===== src/rtl/irq_sched.sv =====
// Sequential interrupt scheduler: edge capture into per-bus pending registers, fixed bus priority
// A > B > C, grant held until ack or timeout. Optional macro IRQ_RR_EN enables per-bus round-robin.
module irq_sched #(
   parameter int NCH     = 9,
   parameter int TIMEOUT = 15
) (
   input  logic           clk,
   input  logic           rst,
   input  logic [NCH-1:0] req_a,
   input  logic [NCH-1:0] req_b,
   input  logic [NCH-1:0] req_c,
   input  logic [NCH-1:0] mask_en,
   input  logic           irq_ack,
   output logic           irq_valid,
   output logic [1:0]     irq_bus,
   output logic [3:0]     irq_chan,
   output logic           busy_a,
   output logic           busy_b,
   output logic           busy_c,
   output logic           irq_timeout
);

   localparam int CW = (TIMEOUT < 2) ? 1 : $clog2(TIMEOUT + 1);

   typedef enum logic [1:0] {IDLE, ARB, GRANT} state_t;

   state_t                  state_reg, state_next;
   logic [2:0][NCH-1:0]     req_v, prev_reg, pend_reg, pend_next, elig, clr_mask;
   logic [1:0]              bus_reg, bus_next;
   logic [3:0]              chan_reg, chan_next;
   logic [CW-1:0]           cnt_reg, cnt_next;
   logic                    timeout_reg, timeout_next;
   logic                    ack_clr;
   logic [NCH-1:0]          chan_onehot;
   logic                    win_found;
   logic [1:0]              win_bus;
   logic [3:0]              win_chan;
   logic [2:0][3:0]         start_ptr;

   assign req_v       = {req_c, req_b, req_a};
   assign ack_clr     = (state_reg == GRANT) && irq_ack;
   assign chan_onehot = {{(NCH-1){1'b0}}, 1'b1} << chan_reg;

   // Per-bus edge capture; a set edge on the same cycle as the ack clear wins.
   genvar gi;
   generate
      for (gi = 0; gi < 3; gi++) begin : gen_bus
         assign clr_mask[gi]  = (ack_clr && (bus_reg == 2'(gi))) ? chan_onehot : '0;
         assign pend_next[gi] = (pend_reg[gi] & ~clr_mask[gi]) |
                                (req_v[gi] & ~prev_reg[gi] & mask_en);
         assign elig[gi]      = pend_reg[gi] & mask_en;
      end
   endgenerate

`ifdef IRQ_RR_EN
   logic [2:0][3:0] ptr_reg;

   assign start_ptr = ptr_reg;

   always_ff @(posedge clk) begin
      if (rst) begin
         ptr_reg <= '0;
      end else if (ack_clr) begin
         ptr_reg[bus_reg] <= (int'(chan_reg) == NCH - 1) ? 4'd0 : chan_reg + 4'd1;
      end
   end
`else
   assign start_ptr = '0;
`endif

   // Reverse scan so the last hit is the highest priority: lowest bus, then first channel from the pointer.
   always_comb begin
      win_found = 1'b0;
      win_bus   = 2'd0;
      win_chan  = 4'd0;
      for (int b = 2; b >= 0; b--) begin
         for (int i = NCH - 1; i >= 0; i--) begin
            int idx;
            idx = int'(start_ptr[b]) + i;
            if (idx >= NCH) idx = idx - NCH;
            if (elig[b][idx]) begin
               win_found = 1'b1;
               win_bus   = 2'(b);
               win_chan  = 4'(idx);
            end
         end
      end
   end

   always_comb begin
      state_next   = state_reg;
      bus_next     = bus_reg;
      chan_next    = chan_reg;
      cnt_next     = cnt_reg;
      timeout_next = timeout_reg;
      case (state_reg)
         IDLE: begin
            if (|elig) state_next = ARB;
         end
         ARB: begin
            if (win_found) begin
               bus_next   = win_bus;
               chan_next  = win_chan;
               cnt_next   = '0;
               state_next = GRANT;
            end else begin
               state_next = IDLE;
            end
         end
         GRANT: begin
            if (irq_ack) begin
               state_next = IDLE;
            end else if ((TIMEOUT != 0) && (int'(cnt_reg) + 1 == TIMEOUT)) begin
               // Abandon the grant but keep the pend bit so it is arbitrated again.
               timeout_next = 1'b1;
               state_next   = IDLE;
            end else begin
               cnt_next = cnt_reg + CW'(1);
            end
         end
         default: state_next = IDLE;
      endcase
   end

   always_ff @(posedge clk) begin
      if (rst) begin
         state_reg   <= IDLE;
         prev_reg    <= '0;
         pend_reg    <= '0;
         bus_reg     <= 2'd0;
         chan_reg    <= 4'd0;
         cnt_reg     <= '0;
         timeout_reg <= 1'b0;
      end else begin
         state_reg   <= state_next;
         prev_reg    <= req_v;
         pend_reg    <= pend_next;
         bus_reg     <= bus_next;
         chan_reg    <= chan_next;
         cnt_reg     <= cnt_next;
         timeout_reg <= timeout_next;
      end
   end

   assign irq_valid   = (state_reg == GRANT);
   assign irq_bus     = bus_reg;
   assign irq_chan    = chan_reg;
   assign busy_a      = |elig[0];
   assign busy_b      = |elig[1];
   assign busy_c      = |elig[2];
   assign irq_timeout = timeout_reg;

endmodule


===== config.mk =====
export PLATFORM = sky130hd
export DESIGN_NAME = irq_sched
export DESIGN_NICKNAME = d
export VERILOG_FILES = /design/src/rtl/irq_sched.sv
export SDC_FILE = /design/constraint.sdc
export NUM_CORES = 1
export LEC_CHECK = 0
export BUFFER_PORTS_ARGS = -buffer_cell sky130_fd_sc_hd__buf_2
export CAP_MARGIN = 5
export CORE_MARGIN = 2
export CORE_UTILIZATION = 41
export CTS_CLUSTER_DIAMETER = 40
export DETAILED_ROUTE_END_ITERATION = 10
export PLACE_DENSITY = 0.58
export SLEW_MARGIN = 10
export SYNTH_ARGS = -nofsm -noshare
export SYNTH_HDL_FRONTEND = slang
export SYNTH_SLANG_ARGS = --single-unit

===== constraint.sdc =====
create_clock -name clk -period 2 [get_ports clk]
set_input_delay 0.1 -clock clk [delete_from_list [all_inputs] [get_ports clk]]
set_output_delay 0.1 -clock clk [all_outputs]
set_load 0.005 [all_outputs]

; Yosys cells after proc, flatten, opt, wreduce, memory -nomap -nowiden
; Index checks and enable logic that the tools add are counted.
[word_totals]
regBits = 67
input_bits = 39
out_inout_bits = 11
word_cells = 154
[classes]
n_addsub = 2
n_eq_ne = 10
n_shift = 1
n_mux = 93
bitwise_logic = 22
n_reduce_logical = 15
[op_table]
columns = operator, n
row1 = $mux W4, 30
row2 = $and A9 B9 Y9, 12
row3 = $mux W2, 31
row4 = $not A9 Y9, 6
row5 = $eq A32 B5 Y1 const B, 1
row6 = $mux W1, 27
row7 = $mux W9, 3
row8 = $or A9 B9 Y9, 3
row9 = $reduce_or A27 Y1, 1
row10 = $reduce_or A9 Y1, 3
row11 = $shl A1 B4 Y9 const A, 1
row12 = $ne A2 B2 Y1 const B, 4
row13 = $pmux W4 S2, 1
row14 = $pmux W2 S3, 1
row15 = $add A4 B1 Y5 const B, 1
row16 = $add A4 B1 Y4 const B, 1
row17 = $eq A2 B1 Y1 const B, 2
row18 = $eq A2 B2 Y1 const B, 2
row19 = $logic_and A1 B1 Y1, 4
row20 = $logic_not A2 Y1, 2
row21 = $reduce_and A2 Y1, 2
row22 = $reduce_and A4 Y1, 1
row23 = $ne A3 B2 Y1 const B, 1
row24 = $reduce_and A3 Y1, 1
row25 = other kinds (2), 2

; Longest topological paths before layout
; Gate-level depths: netlist of run 1.
[depth]
word_depth = 30
depth_mapped = 7
ltp_nobuf = 7

; Worst setup path after synthesis of run 1
; OpenSTA, ideal clock, no wires.
[synth_timing]
path_type = flip-flop to flip-flop
startpoint = register cnt_reg[0]
endpoint = register cnt_reg[1]
arrival_ns = 1.682
slack_ns = 0.243
stages_incl_launch_ff = 8
n_path_buf = 0
period_less_slack_ns = 1.757
cell_sequence = dfxtp_1 > inv_1 > ha_1 > and4b_1 > nor3_1 > nand2_1 > or4_1 > o21ai_0
[synth_via]
elab_chain_len = 4
elab_cells_between_ends = 8
cone_classes = 2 x add/sub / 2 x eq/ne / 3 x mux / 1 x reduce/logical
[synth_rtl]
columns = item, line
row1 = from (decl), 31  ; logic [CW-1:0] cnt_reg, cnt_next;
row2 = from (signal assigned), 140  ; cnt_reg <= cnt_next;
row3 = $add A4 B1 Y5 / $add A4 B1 Y4 (equally long branches), "113, 118"
row4 = $eq A32 B5 Y1 / $mux W4 (equally long branches), 113  ; end else if ((TIMEOUT != 0) && (int'(cnt_reg) + 1 == TIMEOUT)) begin
row5 = $ne A2 B2 Y1 (no source line) / $mux W4 (equally long branches), n/a
row6 = $reduce_and A4 Y1 (no source line) / $pmux W4 S2 (equally long branches), n/a
; Several ways; a longest one is shown, not always the timed one. The select of a mux whose other input is x is not followed.
; A chain may end at the register's enable or synchronous reset.

; Worst setup path after layout of run 1
[layout_timing]
startpoint = register pend_reg[12] (netlist bit)
endpoint = output busy_b
[layout_via]
elab_chain_len = 2
[layout_rtl]
columns = item, line
row1 = from (decl), 28  ; logic [2:0][NCH-1:0] req_v, prev_reg, pend_reg, pend_next, elig, clr_mask;
row2 = from (signal assigned), 137  ; pend_reg <= pend_next;
row3 = $and A9 B9 Y9, 51  ; assign elig[gi] = pend_reg[gi] & mask_en;
row4 = $reduce_or A9 Y1, 149  ; assign busy_b = |elig[1];
row5 = to (decl), 18  ; output logic busy_b,
; Every way passes these cells.

==> results of run 1 <==
-- synthesized netlist by cell type (all sizes together), types with 6 or more instances --
library cell / n
nand2: 30
nand2b: 7
inv: 6
nor2b: 33
nand3: 10
nand3b: 30
o21ai: 32
clkbuf: 9
buf: 8
dfxtp: 67
a21oi: 37
a22o: 11
a31oi: 6
nor2: 9
-- worst max-delay path: cells and delay by family (launching register included) --
family / cells / cell delay [ps]
simple gates: 2 / 580
flops: 1 / 340
compound gates: 1 / 300
buf+inv: 2 / 190
-- routing by layer --
metal	vias up	global-route usage [%]
met1	1309	27.3
met4	0	7.31
met2	65	29.3
met5	-	0
li1	1391	-
met3	8	5.68
-- report_power, final --
part	switching, uW	total (uW)	internal [uW]
logic	283	534	251
registers	63.0	1480	1420
clock network	516	1120	603
-- final cells by class --
type,count,area [um^2]
fill,727,3430
timing repair buffer,79,538
tap,99,124
sequential,67,1340
clock inverter,5,52.6
inverter,6,22.5
multi-input combinational,252,1600
clock buffer,11,141
-- kinds of logic after synthesis --
logic type / count (synthesis)
AO/OA/AOI/OAI: 111
adder cells (fa/ha/maj): 2
flip-flops: 67
multiplexers: 2
buffers and inverters: 23
AND/OR/NAND/NOR: 137
-- stage by stage --
| stage | instances | util, % | power [uW] |
|---|---|---|---|
| floorplan | 342 | - | 1840 |
| detailed placement | 476 | 46.2 | 2000 |
| finish | 519 | 52.7 | 3140 |
| global route | 519 | 52.7 | 3310 |
| CTS | 519 | 52.6 | 3170 |
| global placement | 476 | 46.2 | 2000 |
-- worst paths after layout --
check | end
setup / recovery | busy_b
hold / removal | pend_reg[17]$_SDFF_PP0_
setup reg to reg | cnt_reg[1]$_SDFFE_PP0P_
hold reg to reg | pend_reg[18]$_SDFF_PP0_
-- what timing repair did --
| item | in CTS | in global routing |
|---|---|---|
| hold endpoints to repair | 27 | 0 |
| gates resized for setup | 0 | 3 |
| setup endpoints to repair | 0 | 6 |
| hold buffers | 27 | 0 |
==> results.toml, run 1 <==
[cts]
clkTransAtPathRegs_ps = 70
clk-insertion-delay-late_ps = 350
number_of_sinks_handled_by_clock_tree_synthesis = 67
cts_tree = "built"
clock_buffer_count_from_cts = 9
clockRootBuffer = "clkbuf_8"
h-tree-depth = 3
cts_setup_buffers = 0
cts_max_path_buffers = 2

[yosys]
yosys_warnings = 0
syn_area_per_cell_um2 = 8.93
muxShareOfSynthArea_pct = 0.655
synth-edff-count = 0
synth_top_family_by_area = "simple AND/OR/NAND/NOR gates"
part_of_the_yosys_area_used_for_sequential_elements_pct = 43.9
postSynthRegisterBits = 67
combined_area_of_all_synthesized_cells_um2 = 3060
synth_top_cells_by_area = "dfxtp_1, nand3b_1, nor2b_1, a21oi_1, o21ai_0"
synth_top_area_share_pct = 43.9
yosys.area_share.simple_pct = 27.1
netlist.top_cell.by_area = "dfxtp_1"
synthXorXnorAreaFrac_pct = 0
postSynth.topFlopCell = "dfxtp_1"
synthesis.instances = 342
syn-num-nets = 383
synth_cell_type_count = 43
synth_compound_area_share_pct = 23.5
synthArstFlopShare_pct = 0
adder_cell_area_share_of_the_yosys_netlist_pct = 0.819

[global_routing]
grt_first_pass_wirelength_mm = 12.7
grt_antenna_before_repair = 0
global_route.overflow_total = 0
grt_start_max_net_pins = 38
track_usage_pct = 19.8
via_count_of_the_first_global_routing_pass = 2528

[place]
routabilityCongestion = 0.882
placed_area_um2 = 3350
port_buffers = 49
hpwl_mm = 5.42
pre_cts_slack_ps = 80.0

[die]
design.core.area_um2 = 7250
design.portCount = 50
std_cell_rows = 31
effective_utilization_at_floorplan_pct = 42.1
die_area_um2 = 8160
chipHeight_um = 90.3
die_x_um = 90.3

[critical_path]
reg2reg_launch_point = "cnt_reg[0]$_SDFFE_PP0P_"
timing.setup.critical_path_class = "flop to output port"
critical_path.max_stage_delay_ps = 340
required_arrival_time_at_the_worst_endpoint_ps = 1900
end_kind = "output port"
crit_arrival_ps = 1770
reg2reg_depth = 7
crit_fanout = 5
critical-path-slowest-cell = "dfxtp_1"
critical_path_origin = "pend_reg[12]$_SDFF_PP0_"
critical_path.startpoint_type = "flop"
critical_path_cell_by_cell = "a22o_1 > nor4_4 > and2_2 > inv_1 > buf_2"
reg2reg_setup_slack_ps = 200

[sta]
layout_worst_path_cycle_share_pct = 93.3
max_slew_margin_pct = 73.7
tns_ps = 0
finalSetupViolations = 0
rsz_0062_raised_after_global_routing = "no"
tightest_slew_ps = 394
skew_ps = 10.3
timing.hold.ws_ps = 92.2
final_period_minus_worst_setup_slack_ps = 1870
drv_slew = 0
layout_setup_ws_ps = 134
max_freq_mhz = 536
hold_viol = 0

[power_and_ir_drop]
total_leakage_power_uw = 0.00145
vdd_ir_drop_max_mv = 0.575
pd_cells_nw_per_um2 = 821

[hold_path]
timing.hold.worst_path_depth = 3
hold_start = "mask_en[8]"
worstHoldPathType = "input pin to flop"

[flow_run]
drv_cap = 0

[detailed_routing]
first_pass_iters = 4
ant_nets = 0
dr_total_vias = 2773
highest_metal_layer_with_signal_wires = "met4"
wl_met2_mm = 3.35
drt-wirelength-per-cell_um = 14.8
drt_iter0_markers = 181
met3RoutedLength_um = 399
routed_via_density = 5.34
route.detailed.drc = 0
m1WireLength_mm = 3.84
wl_mm = 7.69

[final_layout]
post-route-cell-area_um2 = 3820
share_of_layout_cells_above_drive_strength_1_pct = 18.6
ant_diodes = 0
number_of_nets_in_the_layout = 456
most_common_cell_after_layout_fill_and_taps_aside = "dfxtp_1"
mostFrequentLayoutCells = "dfxtp_1, buf_2, a21oi_1, nor2b_1, o21ai_0"
area.growth.synth_to_final_pct = 25.1

[run_status]
status = "finished, final reports clean"
Power figures use the tool's default switching activity.
==> run 2: changes to the inputs <==
- BUFFER_PORTS_ARGS: -buffer_cell sky130_fd_sc_hd__buf_2 -> -buffer_cell sky130_fd_sc_hd__buf_4
- PLACE_DENSITY: 0.58 -> 0.71
- clock period: 2 -> 1.9 ns (I/O delays scaled with it)
==> run 2 against run 1 <==
Against the previous run:
- flip-flop and latch count unchanged
- sequential share of layout area decreased by 1.3 points
- hold slack got worse by 24 ps
- utilization increased by 2.1 points
- largest power group unchanged
==> results.toml, run 2 (synthesis results as in run 1) <==
[flow_run]
drv_cap = 0

[sta]
drv_slew = 0
layout_setup_ws_ps = 102
rsz_0062_raised_after_global_routing = "no"
finalSetupViolations = 0
max_slew_margin_pct = 74.1
final_period_minus_worst_setup_slack_ps = 1800
layout_worst_path_cycle_share_pct = 94.7
hold_viol = 0
skew_ps = 5.83
max_freq_mhz = 556
tns_ps = 0
tightest_slew_ps = 389
timing.hold.ws_ps = 68.3

[detailed_routing]
drt-wirelength-per-cell_um = 14.6
route.detailed.drc = 0
routed_via_density = 5.48
first_pass_iters = 6
drt_iter0_markers = 252
dr_total_vias = 2853
wl_mm = 7.61
ant_nets = 0

[place]
hpwl_mm = 5.44
routabilityCongestion = 0.874
place_inst = 476
pre_cts_slack_ps = 31.9
port_buffers = 49

[final_layout]
number_of_nets_in_the_layout = 458
ant_diodes = 0
layout.filler_cells = 696
share_of_layout_cells_above_drive_strength_1_pct = 19.4
post_layout_nonfiller_instances = 521
mostFrequentLayoutCells = "dfxtp_1, buf_4, a21oi_1, nor2b_1, o21ai_0"
area.growth.synth_to_final_pct = 29.9
finalCoreUtilization_pct = 54.7
most_common_cell_after_layout_fill_and_taps_aside = "dfxtp_1"

[power_and_ir_drop]
vdd_ir_drop_max_mv = 0.419
total_leakage_power_uw = 0.00151
pd_cells_nw_per_um2 = 842

[die]
die_x_um = 90.3
die_area_um2 = 8160
design.portCount = 50
std_cell_rows = 31
effective_utilization_at_floorplan_pct = 42.1
design.core.area_um2 = 7250
chipHeight_um = 90.3

[cts]
clockRootBuffer = "clkbuf_8"
clock_buffer_count_from_cts = 9
cts_max_path_buffers = 2
cts_tree = "built"
clk-insertion-delay-late_ps = 340
h-tree-depth = 3
number_of_sinks_handled_by_clock_tree_synthesis = 67
clkTransAtPathRegs_ps = 70

[critical_path]
critical_path.startpoint_type = "flop"
timing.setup.critical_path_class = "flop to output port"
critical_path_origin = "pend_reg[15]$_SDFF_PP0_"
end_kind = "output port"
reg2reg_launch_point = "cnt_reg[0]$_SDFFE_PP0P_"
crit_arrival_ps = 1700
crit_fanout = 4
required_arrival_time_at_the_worst_endpoint_ps = 1800

[hold_path]
hold_start = "mask_en[8]"
worstHoldPathType = "input pin to flop"

[global_routing]
grt_first_pass_wirelength_mm = 13.0
grt_start_max_net_pins = 40
via_count_of_the_first_global_routing_pass = 2687
grt_antenna_before_repair = 0
global_route.overflow_total = 0
track_usage_pct = 19.8

[run_status]
status = "finished, final reports clean"
==> run 2: cell count changes in the layout (fill, tap and decap cells not counted) <==
cell and delta:
dfxtp_1 -1, dfxtp_2 +1, a22o_4 +1, a22o_1 -1, and2_2 -1, buf_4 +51, and2_4 +1, buf_2 -49
==> run 2: routing by layer <==
metal,part of all wire [%],wire (um),global-route usage (%)
met1,48,3630,27.0
met5,0,0,0
met2,45,3420,30.5
met3,5.2,395,3.42
met4,2.1,163,9.74
==> run 2: critical path: stages (launching register included) <==
cell	delay, ps
dfxtp_1	340
a22o_4	280
nor4_4	330
and2_4	230
inv_1	50
buf_4	130
==> run 2: power by group <==
part           switching, uW  total [uW]  internal (uW)
clock                    527        1160            635
sequential              67.4        1560           1490
combinational            303         616            314
total                    898        3340           2440
==> run 2: worst paths after layout <==
check                            endpoint  slack (ps)  depth (start not counted)
setup / recovery                   busy_b         100                          5
hold / removal    pend_reg[26]$_SDFF_PP0_          70                          3
setup reg to reg  cnt_reg[3]$_SDFFE_PP0P_         160                          8
hold reg to reg   pend_reg[26]$_SDFF_PP0_         490                          2
==> run 2: final cells by class <==
| cell class | count | area, um^2 | area share, % |
|---|---|---|---|
| Timing Repair Buffer | 81 | 676 | 17.0 |
| Tap cell | 99 | 124 | 3.12 |
| Clock inverter | 5 | 52.6 | 1.32 |
| Clock buffer | 11 | 141 | 3.56 |
| Inverter | 6 | 22.5 | 0.567 |
| Sequential cell | 67 | 1340 | 33.8 |
| Multi-Input combinational cell | 252 | 1610 | 40.6 |
==> run 2: repair_timing <==
action	in CTS	in global routing
hold buffers	27	0
hold endpoints to repair	27	0
buffers inserted	0	2
resized for setup	1	5
pin swaps	0	2
setup endpoints to repair	1	6
==> run 2: through the flow <==
| stage | instance area (um^2) | total power, uW |
|---|---|---|
| after floorplan | 3060 | 1940 |
| after global placement | 3470 | 2130 |
| after detailed placement | 3470 | 2140 |
| after CTS | 3940 | 3350 |
| after global routing | 3970 | 3510 |
| final | 3970 | 3340 |
==> run 3: changes to the inputs <==
- clock period: 1.9 -> 2.2 ns (I/O delays scaled with it)
==> run 3 against run 2 <==
Against the previous run:
- register-to-register slack gained 110 ps
- setup slack better by 140 ps
- combinational power is 16% lower
- total power decreased by 13%
- cell count fell by 1.2%
- clock skew rose by 1.3 ps
- clock-buffer cell count unchanged
- largest cell class unchanged
==> results.toml, run 3 (synthesis results as in run 1) <==
[run_status]
status = "finished, final reports clean"

[hold_path]
timing.hold.worst_path_depth = 2
hold_start = "req_a[3]"
worstHoldPathType = "input pin to flop"
worstHoldEndpoint = "prev_reg[3]$_SDFF_PP0_"

[critical_path]
critical_path.startpoint_type = "flop"
worstSetupPathDepth = 5
r2r-end = "cnt_reg[1]$_SDFFE_PP0P_"
timing.critical_path.max_delay_family = "simple AND/OR/NAND/NOR gates"
reg2reg_depth = 7
required_arrival_time_at_the_worst_endpoint_ps = 2090
critical_path.max_stage_delay_ps = 340
critical-path-slowest-cell = "dfxtp_1"
timing.setup.critical_path_class = "flop to output port"
cp.buffers_inverters = 2
critical_path_origin = "pend_reg[12]$_SDFF_PP0_"
reg2reg_setup_slack_ps = 270
reg2reg_launch_point = "cnt_reg[0]$_SDFFE_PP0P_"
end_kind = "output port"
crit_arrival_ps = 1840
critical_path_cell_by_cell = "a22o_1 > nor4_4 > and2_1 > inv_1 > buf_4"
crit_fanout = 5

[detailed_routing]
wl_mm = 7.67
route.detailed.drc = 0
drt-wirelength-per-cell_um = 14.9
drt_iter0_markers = 237
routed_via_density = 5.50
ant_nets = 0
first_pass_iters = 8
dr_total_vias = 2831

[cts]
clkTransAtPathRegs_ps = 70
cts_tree = "built"
cts_max_path_buffers = 2
clk-insertion-delay-late_ps = 340
cts_setup_buffers = 0
clockRootBuffer = "clkbuf_8"
clock_buffer_count_from_cts = 9
number_of_sinks_handled_by_clock_tree_synthesis = 67
h-tree-depth = 3

[global_routing]
grt_antenna_before_repair = 0
grt_first_pass_wirelength_mm = 12.5
grt_start_max_net_pins = 38
track_usage_pct = 19.0
global_route.overflow_total = 0
via_count_of_the_first_global_routing_pass = 2521

[final_layout]
number_of_nets_in_the_layout = 452
ant_diodes = 0
layout.filler_cells = 686
share_of_layout_cells_above_drive_strength_1_pct = 18.0
most_common_cell_after_layout_fill_and_taps_aside = "dfxtp_1"
area.growth.synth_to_final_pct = 28.1
mostFrequentLayoutCells = "dfxtp_1, buf_4, a21oi_1, nor2b_1, o21ai_0"

[flow_run]
drv_cap = 0

[sta]
finalSetupViolations = 0
skew_ps = 7.14
tns_ps = 0
drv_slew = 0
final_period_minus_worst_setup_slack_ps = 1950
layout_worst_path_cycle_share_pct = 88.9
max_freq_mhz = 512
tightest_slew_ps = 415
hold_viol = 0
max_slew_margin_pct = 72.3
rsz_0062_raised_after_global_routing = "no"

[power_and_ir_drop]
pd_cells_nw_per_um2 = 742
clkPwrFrac_pct = 35.7
total_leakage_power_uw = 0.00147
report.power.total_uw = 2900
p_int_uw = 2100
seqPwrFrac_pct = 46.5
power_switching_uw = 799
switching_share_of_power_pct = 27.6
p_comb_share_pct = 17.8
vdd_ir_drop_max_mv = 0.282

[die]
die_x_um = 90.3
design.core.area_um2 = 7250
die_area_um2 = 8160
effective_utilization_at_floorplan_pct = 42.1
design.portCount = 50
std_cell_rows = 31
chipHeight_um = 90.3

[place]
routabilityCongestion = 0.878
hpwl_mm = 5.36
port_buffers = 49
[run 3: changes by cell type in the layout (fill, tap and decap cells not counted), moves of 2 or more]
cell | previous run | this run
dlygate4sd3_1 | 27 | 24
clkinv_2 | 3 | 0
clkinv_4 | 0 | 2
buf_4 | 54 | 51
[run 3: final cells by class]
| type | count | area [um^2] | share of cell area [%] |
|---|---|---|---|
| multi-input cells | 252 | 1600 | 40.8 |
| flip-flops and latches | 67 | 1340 | 34.3 |
| repair buffers | 75 | 623 | 15.9 |
| clock buffers | 11 | 141 | 3.61 |
| well taps | 99 | 124 | 3.17 |
| clock inverters | 5 | 62.6 | 1.60 |
| inverters | 6 | 22.5 | 0.576 |
[run 3: stage by stage]
step	utilization, %	instance area, um^2	std cells	hold WS (ps)	worst slack, ps
after floorplan	-	3060	342	238	443
after global placement	47.7	3460	475	332	344
after detailed placement	47.7	3460	475	340	256
after CTS	53.9	3910	515	1.98	184
after global routing	53.9	3910	515	24.7	113
final	53.9	3910	515	3.39	245
[run 3: worst max path at each step]
stage | to | slack (ps)
2_1_floorplan | cnt_reg[1]$_SDFFE_PP0P_ | 440
3_3_place_gp | cnt_reg[1]$_SDFFE_PP0P_ | 340
3_5_place_dp | cnt_reg[1]$_SDFFE_PP0P_ | 260
4_1_cts | cnt_reg[1]$_SDFFE_PP0P_ | 180
5_1_grt | cnt_reg[1]$_SDFFE_PP0P_ | 110
6_report | busy_b | 250
[run 3: timing repair]
action | CTS | global route
hold buffers | 24 | 0
hold endpoints to repair | 24 | 0
gates resized for setup | 0 | 1
endpoints found under the setup margin | 0 | 1
[run 3: power by group through the flow]
stage / clock network (uW) / registers, uW / logic (uW)
3_3_place_gp: 0 / 1370 / 471
2_1_floorplan: 0 / 1360 / 317
5_1_grt: 1100 / 1360 / 568
3_5_place_dp: 0 / 1370 / 476
6_report: 1040 / 1350 / 517
4_1_cts: 1050 / 1350 / 514
[run 3: per-layer routing]
metal,track usage [%],vias up,share of wire (%),wire length (um)
met5,0,-,0,0
li1,-,1377,-,-
met3,5.26,14,6.4,492
met2,27.9,111,44,3390
met4,6.03,0,1.5,117
met1,27.1,1329,48,3660
